[config.mk]
export PLATFORM = sky130hd
export DESIGN_NAME = dmem_lsu_flat
export DESIGN_NICKNAME = d
export VERILOG_FILES = /design/src/rtl/dmem_lsu_if.sv /design/src/rtl/dmem_lsu.sv /design/src/flat_wrapper.sv
export SDC_FILE = /design/constraint.sdc
export NUM_CORES = 1
export LEC_CHECK = 0
export ABC_AREA = 0
export CORE_ASPECT_RATIO = 1.75
export CORE_MARGIN = 1.5
export CORE_UTILIZATION = 42
export DETAILED_ROUTE_END_ITERATION = 7
export PLACE_DENSITY = 0.84
export SLEW_MARGIN = 20
export SYNTH_ARGS = -nofsm -noshare
export SYNTH_HDL_FRONTEND = slang
export SYNTH_SLANG_ARGS = --single-unit
export TNS_END_PERCENT = 5
[constraint.sdc]
create_clock -name clk -period 3.4 [get_ports clk]
set_input_delay 0.68 -clock clk [delete_from_list [all_inputs] [get_ports clk]]
set_output_delay 0.68 -clock clk [all_outputs]
set_load 0.02 [all_outputs]
[src/rtl/dmem_lsu_if.sv]
// Request, response and word-memory signals between the core, the load/store unit and dmem.
// master = core plus memory side, slave = load/store unit.
interface dmem_lsu_if #(
   parameter int W = 32
);
   logic         req_valid;
   logic         req_we;
   logic [1:0]   req_size;
   logic         req_unsigned;
   logic [W-1:0] req_addr;
   logic [W-1:0] req_wdata;
   logic [W-1:0] load_data;
   logic         stall;
   logic         misaligned;
   logic         read_en;
   logic [W-1:0] read_addr;
   logic [W-1:0] read_data;
   logic         write_en;
   logic [W-1:0] write_addr;
   logic [W-1:0] write_data;

   modport master (
      output req_valid, req_we, req_size, req_unsigned, req_addr, req_wdata, read_data,
      input  load_data, stall, misaligned, read_en, read_addr, write_en, write_addr, write_data
   );

   modport slave (
      input  req_valid, req_we, req_size, req_unsigned, req_addr, req_wdata, read_data,
      output load_data, stall, misaligned, read_en, read_addr, write_en, write_addr, write_data
   );
endinterface

[src/rtl/dmem_lsu.sv]
// Converts byte/half/word loads and stores into aligned word accesses to dmem.
// Loads and word stores take zero cycles; sub-word stores read, merge, then write.
module dmem_lsu #(
   parameter int W          = 32,
   parameter int BIG_ENDIAN = 0
) (
   input logic      clk,
   input logic      rst,
   dmem_lsu_if.slave bus
);
   localparam int NB = W / 8;

   typedef enum logic {IDLE, MERGE} state_t;

   state_t       state;
   logic [W-1:0] merge_word;
   logic [W-1:0] merge_addr;

   logic [W-1:0] aligned_addr;
   logic         bad_req, idle_req, is_load, is_wstore, is_sstore, in_merge;
   logic [7:0]   rd_byte;
   logic [15:0]  rd_half;
   logic         ext_bit;
   logic [W-1:0] ext_data, merged;
   int           blane, hlane;

   assign aligned_addr = {bus.req_addr[W-1:2], 2'b00};
   assign bad_req      = (bus.req_size == 2'b01 && bus.req_addr[0]) ||
                         (bus.req_size == 2'b10 && bus.req_addr[1:0] != 2'b00) ||
                         (bus.req_size == 2'b11);

   // Outputs are qualified by rst so they drop the moment reset asserts, not at the next edge.
   assign idle_req  = rst && state == IDLE && bus.req_valid;
   assign is_load   = idle_req && !bad_req && !bus.req_we;
   assign is_wstore = idle_req && !bad_req && bus.req_we && bus.req_size == 2'b10;
   assign is_sstore = idle_req && !bad_req && bus.req_we && bus.req_size != 2'b10;
   assign in_merge  = rst && state == MERGE;

   always_comb begin
      blane = (BIG_ENDIAN != 0) ? NB - 1 - int'(bus.req_addr[1:0]) : int'(bus.req_addr[1:0]);
      hlane = (BIG_ENDIAN != 0) ? NB / 2 - 1 - int'(bus.req_addr[1]) : int'(bus.req_addr[1]);
      rd_byte = bus.read_data[8*blane +: 8];
      rd_half = bus.read_data[16*hlane +: 16];
      ext_bit = !bus.req_unsigned && ((bus.req_size == 2'b00) ? rd_byte[7] : rd_half[15]);
      case (bus.req_size)
         2'b00:   ext_data = {{(W-8){ext_bit}}, rd_byte};
         2'b01:   ext_data = {{(W-16){ext_bit}}, rd_half};
         default: ext_data = bus.read_data;
      endcase
      merged = bus.read_data;
      if (bus.req_size == 2'b00)
         merged[8*blane +: 8] = bus.req_wdata[7:0];
      else
         merged[16*hlane +: 16] = bus.req_wdata[15:0];
   end

   assign bus.read_en    = is_load || is_sstore;
   assign bus.read_addr  = aligned_addr;
   assign bus.write_en   = is_wstore || in_merge;
   assign bus.write_addr = in_merge ? merge_addr : aligned_addr;
   assign bus.write_data = in_merge ? merge_word : bus.req_wdata;
   assign bus.stall      = is_sstore;
   assign bus.misaligned = idle_req && bad_req;
   assign bus.load_data  = is_load ? ext_data : '0;

   always_ff @(posedge clk or negedge rst) begin
      if (!rst) begin
         state      <= IDLE;
         merge_word <= '0;
         merge_addr <= '0;
      end else begin
         case (state)
            IDLE: if (is_sstore) begin
               merge_word <= merged;
               merge_addr <= aligned_addr;
               state      <= MERGE;
            end
            MERGE: state <= IDLE;
            default: state <= IDLE;
         endcase
      end
   end
endmodule

[src/flat_wrapper.sv]
// flat-port wrapper written by rule: the top's interface ports become plain ports
module dmem_lsu_flat 
#(
   parameter int W          = 32,
   parameter int BIG_ENDIAN = 0
)
  (clk, rst, bus_req_valid, bus_req_we, bus_req_size, bus_req_unsigned, bus_req_addr, bus_req_wdata, bus_read_data, bus_load_data, bus_stall, bus_misaligned, bus_read_en, bus_read_addr, bus_write_en, bus_write_addr, bus_write_data);
  dmem_lsu_if #(.W(W)) bus_i ();
  input logic clk;
  input logic rst;
  input wire logic [$bits(bus_i.req_valid)-1:0] bus_req_valid;
  input wire logic [$bits(bus_i.req_we)-1:0] bus_req_we;
  input wire logic [$bits(bus_i.req_size)-1:0] bus_req_size;
  input wire logic [$bits(bus_i.req_unsigned)-1:0] bus_req_unsigned;
  input wire logic [$bits(bus_i.req_addr)-1:0] bus_req_addr;
  input wire logic [$bits(bus_i.req_wdata)-1:0] bus_req_wdata;
  input wire logic [$bits(bus_i.read_data)-1:0] bus_read_data;
  output wire logic [$bits(bus_i.load_data)-1:0] bus_load_data;
  output wire logic [$bits(bus_i.stall)-1:0] bus_stall;
  output wire logic [$bits(bus_i.misaligned)-1:0] bus_misaligned;
  output wire logic [$bits(bus_i.read_en)-1:0] bus_read_en;
  output wire logic [$bits(bus_i.read_addr)-1:0] bus_read_addr;
  output wire logic [$bits(bus_i.write_en)-1:0] bus_write_en;
  output wire logic [$bits(bus_i.write_addr)-1:0] bus_write_addr;
  output wire logic [$bits(bus_i.write_data)-1:0] bus_write_data;
  assign bus_i.req_valid = bus_req_valid;
  assign bus_i.req_we = bus_req_we;
  assign bus_i.req_size = bus_req_size;
  assign bus_i.req_unsigned = bus_req_unsigned;
  assign bus_i.req_addr = bus_req_addr;
  assign bus_i.req_wdata = bus_req_wdata;
  assign bus_i.read_data = bus_read_data;
  assign bus_load_data = bus_i.load_data;
  assign bus_stall = bus_i.stall;
  assign bus_misaligned = bus_i.misaligned;
  assign bus_read_en = bus_i.read_en;
  assign bus_read_addr = bus_i.read_addr;
  assign bus_write_en = bus_i.write_en;
  assign bus_write_addr = bus_i.write_addr;
  assign bus_write_data = bus_i.write_data;
  dmem_lsu #(.W(W), .BIG_ENDIAN(BIG_ENDIAN)) u_core (.clk(clk), .rst(rst), .bus(bus_i));
endmodule
---- Yosys cells after proc, flatten, opt, wreduce, memory -nomap -nowiden ----
Cells that the tools add are included.
operators by class
  multipliers ............................. 0
  $lt $le $gt $ge ......................... 0
  add/sub/neg operators ................... 2
  equality and inequality tests ........... 4
  reductions and logical operators ........ 22
  bitwise gates (word level) .............. 1
  multiplexer cells ....................... 10
  divide/modulo/power cells ............... 0
  shift-type cells ........................ 6
operators with widths
  cell                                                                      count
  32-bit two-way mux                                                        4
  5-bit negator with 33-bit output                                          2
  32-bit bitwise mux                                                        2
  32-bit case mux with 2 select lines                                       1
  16-bit by 33-bit variable shift with 32-bit output, first input constant  1
  8-bit by 33-bit variable shift with 32-bit output, first input constant   1
  16-bit by 33-bit variable part select with 32-bit output                  1
  8-bit by 33-bit variable part select with 32-bit output                   1
  32-bit by 6-bit variable part select with 16-bit output                   1
  32-bit by 6-bit variable part select with 8-bit output                    1
  1-bit logical AND                                                         12
  2-bit == test, second input constant                                      2
  1-bit logical OR                                                          4
  1-bit logical NOT                                                         3
  2-bit by 1-bit == test with 1-bit output, second input constant           1
  2-bit logical NOT                                                         1
  1-bit two-way mux                                                         2
  2-bit inequality test, second input constant                              1
  1-bit case mux with 2 select lines                                        1
  2-bit AND reduction                                                       1
  2-bit nonzero test                                                        1
  1-bit inverter                                                            1
word-level totals
  output and inout bits ................... 132
  latch bits .............................. 0
  input bits .............................. 103
  memories ................................ 0
  memory bits (read-only) ................. 0
  RAM bits ................................ 0
  bits in registers ....................... 63

---- Logic depth before layout (Yosys ltp) ----
  word-level depth ........................ 10
  depth in mapped cells ................... 8
  gate-level depth less buffers ........... 6

---- Worst setup path before layout ----
No wires, ideal clock.
  path type ............................... in2out
  from .................................... input port bus_req_addr[0]
  to ...................................... output port bus_load_data[21]
  data arrival time ....................... 2339 ps
  buffers on the path ..................... 2
  stages .................................. 8
  slack ................................... 381 ps
  required time ........................... 2720 ps
  cells stage by stage .................... buf_2 inv_1 ha_1 and2b_1 o211ai_2 a21o_1 buf_2 a21oi_1
between the ends
  word-level cells in the longest chain between the ends .. 8
  elaborated cells between the ends (all ways) .. 13
  classes of those cells .................. shift: 1; mux: 3; reduce/logical: 9
ends and longest elaborated chain
  what                                                                                            RTL line            RTL
  start, declared                                                                                 flat_wrapper.sv:15  input wire logic [$bits(bus_i.req_addr)-1:0] bus_req_addr;
  branches (longest 7 deep; another with 32-bit by 6-bit variable part select with 8-bit output)  n/a
  32-bit two-way mux *                                                                            dmem_lsu.sv:64      assign bus.load_data = is_load ? ext_data : '0;
  end, declared                                                                                   flat_wrapper.sv:18  output wire logic [$bits(bus_i.load_data)-1:0] bus_load_data;
Every way passes the cells marked *.

---- Final worst setup path ----
  from .................................... input port bus_req_addr[1]
  to ...................................... output port bus_load_data[6]
between the ends
  word-level cells in the longest chain between the ends .. 8
  elaborated cells between the ends (all ways) .. 11
  classes of those cells .................. shift: 2; mux: 2; reduce/logical: 7
ends and longest elaborated chain
  what                                                                                             RTL line
  branches (longest 7 deep; another with 32-bit by 6-bit variable part select with 16-bit output)  n/a
  32-bit two-way mux *                                                                             dmem_lsu.sv:64
Marked as above.

==> results <==
critical path, cell delays in order:
cell and delay (ps):
clkdlybuf4s50_1 430, buf_4 180, buf_4 190, o21bai_1 310
a222oi_1 150, nor2_1 190, clkdlybuf4s50_1 640
area by class of cell:
| class | count | area [um2] | area share |
|---|---|---|---|
| multi-input combinational | 432 | 2750 | 0.366 |
| timing repair buffer | 278 | 2650 | 0.353 |
| sequential | 63 | 1580 | 0.210 |
| clock buffer | 10 | 239 | 0.0318 |
| tap | 132 | 165 | 0.0220 |
| inverter | 25 | 93.8 | 0.0125 |
| clock inverter | 6 | 36.3 | 0.00483 |
registers in the layout, summed over array words and instances (netlist names):
| name | cells |
|---|---|
| u_core.state | 1 |
| u_core.merge_word | 32 |
| u_core.merge_addr | 30 |
power by group:
| part | total (mW) | internal [mW] | leakage (nW) | switching (mW) |
|---|---|---|---|---|
| Combinational | 0.841 | 0.415 | 2.61 | 0.427 |
| Sequential | 1.01 | 0.916 | 0.776 | 0.0965 |
| Clock | 0.835 | 0.508 | 0.138 | 0.327 |
| Total | 2.69 | 1.84 | 3.52 | 0.851 |
metal layers:
| layer | vias to the layer above | GRT usage | share of wire |
|---|---|---|---|
| met5 | - | 0 | 0 |
| met3 | 48 | 0.0404 | 0.052 |
| met2 | 246 | 0.546 | 0.54 |
| li1 | 2483 | - | - |
| met4 | 0 | 0.149 | 0.045 |
| met1 | 2458 | 0.322 | 0.37 |
kinds of logic (layout without fill, tap and decap cells):
kind of cell | after synthesis | count (layout) | share of synthesized area
compound gates | 156 | 156 | 0.210
fa+ha+maj | 5 | 5 | 0.0129
buf+inv | 102 | 319 | 0.113
flops | 63 | 63 | 0.325
mux | 74 | 74 | 0.170
other cells | 1 | 4 | 0.000773
simple gates | 193 | 193 | 0.169
repair_timing:
item                       4_1_cts  5_1_grt
setup endpoints to repair       30        5
pin swaps                        0        1
resized for setup               29        6
worst max path at each step:
stage                    start           endpoint  slack (ps)  cells after the start
2_1_floorplan  bus_req_addr[0]  bus_load_data[21]         380                      8
5_1_grt        bus_req_addr[1]   bus_load_data[6]        -120                      7
6_report       bus_req_addr[1]   bus_load_data[6]         -40                      7
3_3_place_gp   bus_req_addr[1]  bus_load_data[15]        -150                      8
4_1_cts        bus_req_addr[1]   bus_load_data[4]         -90                      8
3_5_place_dp   bus_req_addr[1]  bus_load_data[10]        -200                      8
cell usage after synthesis (4+ instances only):
cell / count / share of area
a222oi_1: 4 / 0.0082
nor2b_1: 7 / 0.0090
nand2b_1: 4 / 0.0052
buf_2: 15 / 0.015
a22o_1: 10 / 0.018
clkbuf_1: 23 / 0.018
inv_1: 23 / 0.018
dfrtp_1: 63 / 0.32
nand3_1: 5 / 0.0052
a21oi_1: 50 / 0.052
ha_1: 5 / 0.013
mux2_2: 66 / 0.15
buf_4: 35 / 0.054
nor2_1: 35 / 0.027
a31oi_1: 12 / 0.015
a22oi_1: 13 / 0.020
nand4_1: 11 / 0.014
o21ai_1: 7 / 0.0072
a21o_1: 5 / 0.0077
o21ai_0: 30 / 0.031
mux2i_1: 8 / 0.016
a221oi_1: 10 / 0.018
nand2_1: 121 / 0.094
stage by stage:
step,utilization,TNS [ps],total power [mW],hold slack (ps),setup slack (ps)
global placement,0.650,-2650,1.84,454,-150
finish,0.672,-37.6,2.69,323,-37.6
detailed placement,0.650,-3370,1.86,460,-201
global route,0.672,-124,2.83,332,-124
CTS,0.671,-119,2.70,322,-93.9
floorplan,-,0,1.45,384,381
==> results.txt <==
fin crit share -> 1.01
TritonCTS buffer count -> 9
post-route cell area -> 7510 um2
DP Wirelength -> 14300 um
status -> finished, violations left
max cap viols -> 0
fillers -> 934
clock sink count -> 63
Clock Tree Buf Depth -> 2
R2R Setup Slk -> 1330 ps
die area -> 12200 um2
P_leak -> 3.52 nW
Die W -> 84.3 um
layout cells sized above 1 -> 0.177
top_reg_cell synth -> dfrtp_1
WL final -> 18200 um
Final Hold Fails -> 0
I/O pins -> 235
commonest non-fill, non-tap cell in the layout -> clkdlybuf4s50_1
most frequent cells in the layout -> 197 x clkdlybuf4s50_1, 120 x nand2_1, 66 x mux2_2
initial antenna violation count -> 1
post-layout min period -> 3440 ps
placed cell count -> 930
htree depth -> 3
post-route ant nets -> 0
CP max FO -> 14
placed inst area -> 7250 um2
worst vdd ir -> 0.318 mV
Total Nets Final -> 917
DRC -> 0
total number of vias -> 5235
ANT cells -> 0
Netlist cell types -> 46
failing checks -> setup timing
cts hold-fix bufs -> 0
count of warnings emitted by yosys -> 0
WL/cell -> 19.2 um
Worst-path clk slew -> 60 ps
#FFs+latches synth -> 63
largest net degree at the start of global routing -> 69
grt total ovfl -> 0
Crit. End Element -> output port
vias in the first global route -> 5331
Mapped Avg Cell Area -> 8.17 um2
drt pass-1 iters -> 7
max frequency -> 291 MHz
Post-Syn Area -> 4850 um2
Rel. slew slack -> 0.529
Post-synth EDFFs -> 0
Worst Reg-to-Reg Cells -> 7
nature of the critical path startpoint -> input port
CTS tree -> done
Hold Path Class -> in -> async
starting density of the core -> 0.435
Slew @ Worst Pin -> 707 ps
core footprint -> 11200 um2
clk_skew -> 6.63 ps
All-Layer GR Usage -> 0.296
initial DRC count -> 326
num rows -> 51
Pwr per Cell Area -> 358 nW/um2
Reg2Reg Capture Point -> u_core.merge_word[29]
ys async rst share -> 1.00
Arr. time, crit path -> 2760 ps
Req. time, crit path -> 2720 ps
Vias/cell -> 5.53
post-route setup slack -> -37.6 ps
Crit Path Class -> in -> out
Max Slew Vio Count -> 0
Final setup violation count -> 1
fin cells -> 946
root buf cell -> clkbuf_16
Mapped Cells -> 594
buffer count from post-CTS setup fixing -> 0
RSZ-0062 raised after global routing -> yes
global-route wire length before repair -> 28600 um
routability cong. -> 1.02
Die Y -> 145 um
Port Buffers -> 230
Clock Latency Late Sink -> 330 ps
Critical R2R Launch -> u_core.state
Seq/Total Area, Yosys -> 0.325
P&R area growth vs syn -> 54.7%
Power figures use the tool's default switching activity.
